File: src/rtl/photo_frame_pkg.sv
// Shared types and constants for the photo frame index controller.
// Used by key_debounce and photo_idx_ctrl.
package photo_frame_pkg;

  typedef enum logic {
    MODE_MANUAL = 1'b0,
    MODE_AUTO   = 1'b1
  } mode_e;

  localparam logic KEY_PRESSED = 1'b0;
  localparam int   DISP_W      = 8;

  function automatic int ms2cyc(
    input int clk_hz,
    input int ms
  );
    return clk_hz / 1000 * ms;
  endfunction

endpackage

File: src/rtl/key_debounce.sv
// 2-FF synchroniser, stability counter and press pulse for one
// active-low push-button.
module key_debounce
  import photo_frame_pkg::*;
#(
  parameter int DEB_CYC = 4
) (
  input  logic clk_i,
  input  logic rst_ni,
  input  logic key_i,
  output logic press_o
);

  localparam int CW = (DEB_CYC > 1) ?
                      $clog2(DEB_CYC) : 1;
  localparam logic [CW-1:0] LAST =
    CW'(DEB_CYC - 1);

  logic [1:0]    sync_q;
  logic          level_q, level_d;
  logic [CW-1:0] cnt_q, cnt_d;
  logic          press_q, press_d;

  always_comb begin
    cnt_d   = '0;
    level_d = level_q;
    press_d = 1'b0;
    if (sync_q[1] != level_q) begin
      if (cnt_q == LAST) begin
        level_d = sync_q[1];
        press_d = (sync_q[1] == KEY_PRESSED);
      end else begin
        cnt_d = cnt_q + CW'(1);
      end
    end
  end

  always_ff @(posedge clk_i or negedge rst_ni) begin
    if (!rst_ni) begin
      sync_q  <= {2{~KEY_PRESSED}};
      level_q <= ~KEY_PRESSED;
      cnt_q   <= '0;
      press_q <= 1'b0;
    end else begin
      sync_q  <= {sync_q[0], key_i};
      level_q <= level_d;
      cnt_q   <= cnt_d;
      press_q <= press_d;
    end
  end

  assign press_o = press_q;

endmodule

File: src/rtl/photo_idx_ctrl.sv
// Photo index controller: debounced next/prev/auto keys and slideshow.
// Define PHOTO_IDX_BCD_OUT_EN for BCD o_data instead of binary.
module photo_idx_ctrl
  import photo_frame_pkg::*;
#(
  parameter int CLK_HZ      = 50_000_000,
  parameter int DEBOUNCE_MS = 20,
  parameter int SLIDE_MS    = 3000,
  parameter int NUM_PHOTOS  = 16
) (
  input  logic              i_clk,
  input  logic              i_rst_n,
  input  logic              i_key_next,
  input  logic              i_key_prev,
  input  logic              i_key_auto,
  output logic [DISP_W-1:0] o_data,
  output logic              o_upd,
  output logic              o_auto
);

  localparam int DEB_CYC   = ms2cyc(CLK_HZ, DEBOUNCE_MS);
  localparam int SLIDE_CYC = ms2cyc(CLK_HZ, SLIDE_MS);
  localparam int IDX_W     = $clog2(NUM_PHOTOS);
  localparam int SW        = (SLIDE_CYC > 1) ?
                             $clog2(SLIDE_CYC) : 1;

  localparam logic [IDX_W-1:0] LAST_IDX =
    IDX_W'(NUM_PHOTOS - 1);
  localparam logic [SW-1:0] SLIDE_LAST =
    SW'(SLIDE_CYC - 1);

  function automatic logic [DISP_W-1:0] to_disp(
    input logic [IDX_W-1:0] idx
  );
`ifdef PHOTO_IDX_BCD_OUT_EN
    int v;
    v = int'(idx);
    return {4'(v / 10), 4'(v % 10)};
`else
    return DISP_W'(idx);
`endif
  endfunction

  logic next_ev, prev_ev, auto_ev;

  key_debounce #(.DEB_CYC(DEB_CYC)) u_deb_next (
    .clk_i   (i_clk),
    .rst_ni  (i_rst_n),
    .key_i   (i_key_next),
    .press_o (next_ev)
  );

  key_debounce #(.DEB_CYC(DEB_CYC)) u_deb_prev (
    .clk_i   (i_clk),
    .rst_ni  (i_rst_n),
    .key_i   (i_key_prev),
    .press_o (prev_ev)
  );

  key_debounce #(.DEB_CYC(DEB_CYC)) u_deb_auto (
    .clk_i   (i_clk),
    .rst_ni  (i_rst_n),
    .key_i   (i_key_auto),
    .press_o (auto_ev)
  );

  mode_e             mode_q, mode_d;
  logic [SW-1:0]     slide_q, slide_d;
  logic [IDX_W-1:0]  idx_q, idx_d;
  logic [DISP_W-1:0] data_q, data_d;
  logic              upd_q, upd_d;
  logic              tick;
  logic              manual;

  always_comb begin
    mode_d  = mode_q;
    slide_d = slide_q;
    idx_d   = idx_q;
    upd_d   = 1'b0;
    tick    = 1'b0;
    manual  = next_ev | prev_ev;

    // a manual step restarts the dwell and swallows a coincident tick
    if (mode_q == MODE_AUTO) begin
      if (manual) begin
        slide_d = '0;
      end else if (slide_q == SLIDE_LAST) begin
        slide_d = '0;
        tick    = ~auto_ev;
      end else begin
        slide_d = slide_q + SW'(1);
      end
    end

    if (auto_ev) begin
      mode_d  = (mode_q == MODE_AUTO) ?
                MODE_MANUAL : MODE_AUTO;
      slide_d = '0;
    end

    unique case (1'b1)
      next_ev & ~prev_ev,
      tick: begin
        idx_d = (idx_q == LAST_IDX) ?
                '0 : idx_q + IDX_W'(1);
        upd_d = 1'b1;
      end
      prev_ev & ~next_ev: begin
        idx_d = (idx_q == '0) ?
                LAST_IDX : idx_q - IDX_W'(1);
        upd_d = 1'b1;
      end
      default: ;
    endcase

    data_d = to_disp(idx_d);
  end

  always_ff @(posedge i_clk or negedge i_rst_n) begin
    if (!i_rst_n) begin
      mode_q  <= MODE_MANUAL;
      slide_q <= '0;
      idx_q   <= '0;
      data_q  <= '0;
      upd_q   <= 1'b0;
    end else begin
      mode_q  <= mode_d;
      slide_q <= slide_d;
      idx_q   <= idx_d;
      data_q  <= data_d;
      upd_q   <= upd_d;
    end
  end

  assign o_data = data_q;
  assign o_upd  = upd_q;
  assign o_auto = (mode_q == MODE_AUTO);

endmodule

File: config.mk
export PLATFORM = sky130hd
export DESIGN_NAME = photo_idx_ctrl
export DESIGN_NICKNAME = d
export VERILOG_FILES = /design/src/rtl/photo_frame_pkg.sv /design/src/rtl/key_debounce.sv /design/src/rtl/photo_idx_ctrl.sv
export SDC_FILE = /design/constraint.sdc
export NUM_CORES = 1
export LEC_CHECK = 0
export ABC_CLOCK_PERIOD_IN_PS = 3600
export CORE_ASPECT_RATIO = 1.4
export CORE_MARGIN = 2
export CORE_UTILIZATION = 36
export CTS_CLUSTER_DIAMETER = 120
export DETAILED_ROUTE_END_ITERATION = 12
export DONT_BUFFER_PORTS = 1
export PLACE_DENSITY_LB_ADDON = 0.12
export SYNTH_ARGS = -nofsm -noshare
export SYNTH_HDL_FRONTEND = slang
export SYNTH_SLANG_ARGS = --single-unit
export TNS_END_PERCENT = 1
File: constraint.sdc
create_clock -name i_clk -period 3.6 [get_ports i_clk]
set_input_delay 0.72 -clock i_clk [delete_from_list [all_inputs] [get_ports i_clk]]
set_output_delay 0.72 -clock i_clk [all_outputs]
set_load 0.02 [all_outputs]
Word level (Yosys, flattened, before mapping)
Index checks and enable logic that the tools add are counted.
Storage, ports and cells
  memories kept: 0
  memory bits (writable): 0
  bits in latches: 0
  input port bits: 5
  memory bits (read-only): 0
  output and inout bits: 10
  register bits: 106
Cells by class
  multipliers: 0
  $lt $le $gt $ge: 0
  muxes and demuxes: 24
  bitwise logic cells: 9
  divide/modulo/power cells: 0
  reduce and logical (&&, ||, !) cells: 8
  add/subtract/negate cells: 6
  shifts and indexed selects: 0
  equal/unequal tests: 8
Operator list (number)
  $mux 20: 6
  $mux 28: 4
  $add 20x1->20 const B: 3
  $eq 20x20->1 const B: 3
  $add 28x1->28 const B: 1
  $eq 28x28->1 const B: 1
  $mux 1: 11
  $mux 4: 2
  $pmux 4 s2: 1
  $not 1->1: 6
  $reduce_and 2->1: 3
  $add 4x1->4 const B: 1
  $eq 4x4->1 const B: 1
  $logic_not 4->1: 1
  $reduce_bool 2->1: 2
  $sub 4x1->4 const B: 1
  $ne 1x1->1: 3
  $reduce_or 3->1: 1
  $and 1x1->1: 2
  $reduce_or 2->1: 1
  $or 1x1->1: 1

Longest topological paths before layout
Gate-level depths: netlist of the first run.
  word-level depth: 6
  mapped depth: 8
  mapped depth without buffers: 7

By module
From an unflattened synthesis of the first run, not the netlist that was laid out.
Unflattened totals
  cell total of the unflattened synthesis: 577
  area, all modules: 5818.1 µm²
Modules (own cells, without submodules)
  key_debounce: area each 1188.6 µm², times used 3, cells an instance 107
  photo_idx_ctrl: area each 2252.2 µm², times used 1, cells an instance 256

Least setup slack after synthesis of the first run
Ideal clock, no wire load.
  path kind: reg2reg
  start: register slide_q[19]
  end: register slide_q[1]
  stages on the path, launching flop included: 8
  setup time: 121 ps
  period minus slack after synthesis: 2019 ps
  required time: 3479 ps
  arrival time: 1898 ps
  slack: 1581 ps
  buffers on the path: 3
  cells stage by stage: dfrtp_1 -> clkbuf_1 -> or4b_1 -> nor4_4 -> a21oi_2 -> buf_6 -> buf_6 -> a22o_1
Between the ends
  cells in the longest elaborated chain, start to end: 5
Ends and longest elaborated chain
  from (decl): line photo_idx_ctrl.sv:68  | logic [SW-1:0] slide_q, slide_d;
  from (signal assigned): line photo_idx_ctrl.sv:128  | slide_q <= slide_d;
  $eq 28x28->1: line photo_idx_ctrl.sv:87  | end else if (slide_q == SLIDE_LAST) begin
  $mux 28: line photo_idx_ctrl.sv:87
  $mux 28: line photo_idx_ctrl.sv:85  | if (manual) begin
  $mux 28: line photo_idx_ctrl.sv:84  | if (mode_q == MODE_AUTO) begin
  $mux 28: line photo_idx_ctrl.sv:95  | if (auto_ev) begin
No other way between the ends. The select of a mux whose other input is x is not followed.
A chain may end at the register's enable or synchronous reset.

Worst setup path after layout of the first run
  start: register slide_q[0]
  end: register slide_q[17]
Between the ends
  cells in the longest elaborated chain, start to end: 5
  elaborated cells on any way between the ends: 6
  classes of those cells: 1 x add/sub; 1 x eq/ne; 4 x mux
Ends and longest elaborated chain (line)
  $add 28x1->28 / $eq 28x28->1 (equally long branches): photo_idx_ctrl.sv:91, photo_idx_ctrl.sv:87
  $mux 28 (*): photo_idx_ctrl.sv:87
  $mux 28 (*): photo_idx_ctrl.sv:85
  $mux 28 (*): photo_idx_ctrl.sv:84
  $mux 28 (*): photo_idx_ctrl.sv:95
Mark *: on every way between the ends. The rest lies on a longest branch, timed or not. The select of a mux whose other input is x is not followed.

==> run summary, run 1 <==
DRT Pass-1 Iters: 4
antenna viol nets, final: 0
number of synthesized register bits: 106
GRT Util Overall: 0.149
Layout Nets: 570
commonest non-fill, non-tap cell in the layout: dfrtp_1
Post-synth EDFFs: 0
Max FO, Critical Path: 51
die width: 108 um
I/O Buffers: 0
initial DRC count: 217
Max VDD drop: 176 uV
Mapped Area: 5450 sq um
CTS Sinks: 106
DR vias: 4008
Crit. End Element: flop
skew final: 0.0101 ns
share of layout cells above drive strength 1: 0.0622
power consumption: 2.20 mW
Die Height: 150 um
# DRC: 0
Die Footprint: 16100 sq um
sequential cell area: 2660 sq um
TritonCTS buffer count: 9
Yosys cell types: 58
total of max-cap violations: 0
postcts setup bufs: 0
setup_tns: 0 ns
post-synthesis average cell area: 9.66 sq um
Placer Congestion: 0.768
P per Cell Area: 375 nW/um^2
Cells after Synth: 564
Final period util: 0.713
commonest cells after routing, fill and taps aside: 97 x dfrtp_1, 76 x nor2_1, 40 x nand2_1, 36 x nand3_1, 31 x xor2_1
Worst R2R Path Depth: 6
Worst-path clk slew: 0.07 ns
Avg WL per Cell: 14.8 um
Slew Viols, Final: 0
I/O pin cnt: 15
R2R Setup Slk: 1.03 ns
crit path launch type: flop
footprint of the multi-input gates: 2620 sq um
Resized cells post-CTS: 0
Crit path max-delay family: compound AO/OA/AOI/OAI gates
Worst EP arrival: 2.83 ns
antenna cell count: 0
Starting Density: 0.365
Fmax: 0.390 GHz
max_slew headroom: 0.198
Final min period: 2.57 ns
fraction of registers with async set/reset: 1.00
critical path's slowest cell: a21oi_4
Pleak: 2.44 nW
Hold WC Path Type: input pin to async pin
worst skew pair latency: 0.36 ns
Row Count: 53
largest net degree at the start of global routing: 107
clock tree from TritonCTS: built
critical path, cell by cell: ha_1, nand4_1, nor4_2, a21oi_4, inv_1, o311ai_1
status: finished clean
total wire length: 11200 um
drt via density: 5.31
vias in the first global route: 4032
critical path class: flop to flop
CP required: 3.86 ns
# fillers: 1470
RR Endpoint: slide_q[17]
hold buffers post-CTS: 0
P&R area growth vs syn: 7.72%
CP bufs+invs: 1
GRT overflow: 0
setup violators final: 0
Reg2Reg Launch Point: slide_q[0]
H-tree levels: 3
clk buf depth: 2
global-route wire length before repair: 19200 um
Main synth FF type: dfrtp_1
RSZ-0062 raised after global routing: false
final hold vios: 0
DP HPWL: 7460 um
sequential element share of the synthesized area: 0.489
synth warn: 0
CTS root buffer: clkbuf_16
initial antenna violation count: 0
CP peak stage delay: 0.92 ns
core area: 14900 sq um
worst slew pin tran: 1.20 ns
[final cells by class]
cell class              instances  area share
flip-flops and latches        106       0.454
repair buffers                  1     0.00128
multi-input cells             424       0.446
clock inverters                 5     0.00618
clock buffers                  11      0.0414
well taps                     192      0.0409
inverters                      16      0.0102
[worst max-delay path by stage]
stage                 from           to  slack [ns]  depth (start not counted)
6_report        slide_q[0]  slide_q[17]        1.03                          6
5_1_grt         slide_q[0]  slide_q[17]        0.78                          6
4_1_cts         slide_q[0]  slide_q[17]        1.03                          6
3_5_place_dp    slide_q[0]  slide_q[26]        1.05                          6
3_3_place_gp    slide_q[0]  slide_q[17]        1.10                          6
2_1_floorplan  slide_q[19]   slide_q[1]        1.58                          7
[where the power goes]
group	switching [mW]	internal [mW]	leakage [nW]	total, mW
logic	0.0210	0.00948	0.860	0.0305
clock network	0.460	0.493	0.140	0.953
registers	0.0117	1.20	1.44	1.22
[cells by family after synthesis]
kind of cell,count (synthesis),share of synthesized area
adders and majority gates,7,0.0161
buffers and inverters,37,0.0340
and+or+nand+nor,265,0.260
xor gates and xnor gates,57,0.0917
DFF,106,0.489
muxes,5,0.00988
other,1,0.000689
AOI/OAI and AO/OA,86,0.0983
[per-layer routing]
| metal | GRT usage | wire (um) | up-vias |
|---|---|---|---|
| met2 | 0.260 | 5680 | 43 |
| met3 | 0.0253 | 247 | 13 |
| met5 | 0 | 0 | - |
| li1 | - | - | 1984 |
| met1 | 0.180 | 5030 | 1968 |
| met4 | 0.0654 | 222 | 0 |
[sequential cells by signal, summed over array words and instances (netlist names), 2 cells and up]
name,cells
slide_q,28
u_deb_auto.cnt_q,20
u_deb_next.cnt_q,20
u_deb_prev.cnt_q,20
o_data,4
u_deb_auto.sync_q,2
u_deb_next.sync_q,2
u_deb_prev.sync_q,2
[stage by stage]
step                      worst slack (ns)  cell area (sq um)  cells  utilization  hold WS, ns
after global placement                1.10               5590    739        0.375        0.350
after floorplan                       1.58               5460    567            -        0.345
after detailed placement              1.05               5590    739        0.375        0.349
final                                 1.03               5870    755        0.393       0.0482
after global routing                 0.783               5870    755        0.393       0.0293
after CTS                             1.03               5870    755        0.393       0.0360
[synthesized netlist by cell type, drive strengths merged (10+ instances only)]
master | number | area, sq um
dfrtp | 97 | 2430
and4 | 11 | 96.3
nand4 | 21 | 131
nor2 | 76 | 285
nand2 | 40 | 150
a31oi | 16 | 100
clkbuf | 10 | 37.5
inv | 16 | 60.1
xor2 | 31 | 272
nand3 | 36 | 180
xnor2 | 26 | 228
a21oi | 29 | 149
and3 | 18 | 113
buf | 11 | 87.6
o21ai | 17 | 85.1
Power figures use the tool's default switching activity.
==> inputs of run 2 (changes only) <==
--- a/config.mk
+++ b/config.mk
@@ -5,7 +5,7 @@
 export SDC_FILE = /design/constraint.sdc
 export NUM_CORES = 1
 export LEC_CHECK = 0
-export ABC_CLOCK_PERIOD_IN_PS = 3600
+export ABC_CLOCK_PERIOD_IN_PS = 2300
 export CORE_ASPECT_RATIO = 1.4
 export CORE_MARGIN = 2
 export CORE_UTILIZATION = 36
==> constraint.sdc (replaced) <==
create_clock -name i_clk -period 2.3 [get_ports i_clk]
set_input_delay 0.46 -clock i_clk [delete_from_list [all_inputs] [get_ports i_clk]]
set_output_delay 0.46 -clock i_clk [all_outputs]
set_load 0.02 [all_outputs]
==> run 2 against run 1 <==
Against the previous run: the flow now finishes with violations (hold timing); sequential power grew 56%; largest power group unchanged; core utilization up 1.2 points; flip-flop and latch count unchanged; cell count increased by 2.8%; count of clock-buffer cells in the layout fell by 2; largest cell class unchanged; routed wire length rose by 2.4%; clock skew increased by 0.0016 ns; combinational power rose by 75%; sequential share of layout area shrank 1.3 points.
==> run summary, run 2 (synthesized netlist as in run 1, its figures left out) <==
clk buf depth: 2
met3 global-route usage: 0.0270
clock tree from TritonCTS: built
RSZ-0062 raised after global routing: false
share of layout cells above drive strength 1: 0.0976
crit path launch type: flop
Slew Viols, Final: 0
# DRC: 0
postcts setup bufs: 0
Pleak: 2.55 nW
worst slew pin tran: 0.513 ns
critical path class: flop to flop
global-route wire length before repair: 19700 um
I/O pin cnt: 15
Crit. End Element: flop
antenna cell count: 0
R2R Setup Slk: 0.13 ns
Avg WL per Cell: 14.8 um
GRT Util Overall: 0.151
commonest non-fill, non-tap cell in the layout: dfrtp_1
I/O Buffers: 0
setup_tns: 0 ns
Hold WS: -0.206 ns
gr busiest metal: met2
H-tree levels: 3
Layout Nets: 591
final hold vios: 97
initial DRC count: 239
skew final: 0.0117 ns
setup ws final: 0.132 ns
Row Count: 53
vias in the first global route: 4163
initial antenna violation count: 0
Hold WC Path Type: input pin to async pin
Largest Register: slide_q
CP required: 2.52 ns
failing checks: hold timing
Max VDD drop: 325 uV
Worst EP arrival: 2.39 ns
commonest cells after routing, fill and taps aside: 97 x dfrtp_1, 76 x nor2_1, 40 x nand2_1, 36 x nand3_1, 31 x xor2_1
die width: 108 um
total of max-cap violations: 0
Final min period: 2.17 ns
max reg flops: 28
DR vias: 4147
setup violators final: 0
core area: 14900 sq um
GR Util met2: 0.262
Final period util: 0.943
P per Cell Area: 573 nW/um^2
Die Footprint: 16100 sq um
Worst R2R Path Depth: 6
DRT Pass-1 Iters: 4
max_slew headroom: 0.653
Setup WS pre-CTS: 0.129 ns
worst skew pair latency: 0.35 ns
total wire length: 11500 um
largest net degree at the start of global routing: 107
drt via density: 5.34
final cell count without fillers: 776
CTS Sinks: 106
Worst-path clk slew: 0.08 ns
GRT overflow: 0
DP HPWL: 7640 um
P&R area growth vs syn: 11.0%
Die Height: 150 um
CTS root buffer: clkbuf_16
Starting Density: 0.365
GR Util met1: 0.188
Fmax: 0.461 GHz
TritonCTS buffer count: 9
status: finished, violations left
Placed Cells: 760
antenna viol nets, final: 0
Placer Congestion: 0.805
Max FO, Critical Path: 28
## run 2: stage by stage
stage | cell area, sq um | total power [mW] | utilization
global placement | 5760 | 1.99 | 0.386
finish | 6040 | 3.46 | 0.405
global route | 6040 | 3.61 | 0.405
floorplan | 5460 | 1.98 | -
CTS | 6040 | 3.53 | 0.405
detailed placement | 5760 | 1.99 | 0.386
## run 2: where the power goes
group / switching [mW] / leakage (nW) / internal [mW]
clock network: 0.751 / 0.138 / 0.753
registers: 0.0176 / 1.44 / 1.88
logic: 0.0340 / 0.973 / 0.0193
total: 0.803 / 2.55 / 2.66
## run 2: layer usage
metal  part of all wire  up-vias
li1                   -     2032
met1               0.46     2022
met2               0.50       77
met3              0.028       16
met4              0.015        0
met5                  0        -
## run 2: final cells by class
type	count	area [sq um]
Timing Repair Buffer	22	178
Inverter	16	60.1
Tap cell	192	240
Clock inverter	7	58.8
Sequential cell	106	2660
Clock buffer	9	225
Multi-Input combinational cell	424	2620
Fill cell	1467	8880
## run 2: path summary, 6_finish.rpt
kind | to | start
worst max-delay path | slide_q[22] | slide_q[11]
worst min-delay path | slide_q[21] | i_rst_n
worst max register to register | slide_q[22] | slide_q[11]
worst min register to register | u_deb_prev.sync_q[1] | u_deb_prev.sync_q[0]
max in group asynchronous | u_deb_next.sync_q[1] | i_rst_n
min in group i_clk | u_deb_next.sync_q[0] | i_key_next
## run 2: critical path, cell delays in order (launching register included)
cell and delay (ns):
dfrtp_1 0.41, or4b_4 0.54, nor4_4 0.41, a21oi_4 0.20, buf_12 0.20, a41oi_1 0.21
a31oi_1 0.06
## run 2: timing repair
item,in CTS,in global routing
hold endpoints to repair,106,106
resized for setup,0,1
endpoints found under the setup margin,0,3
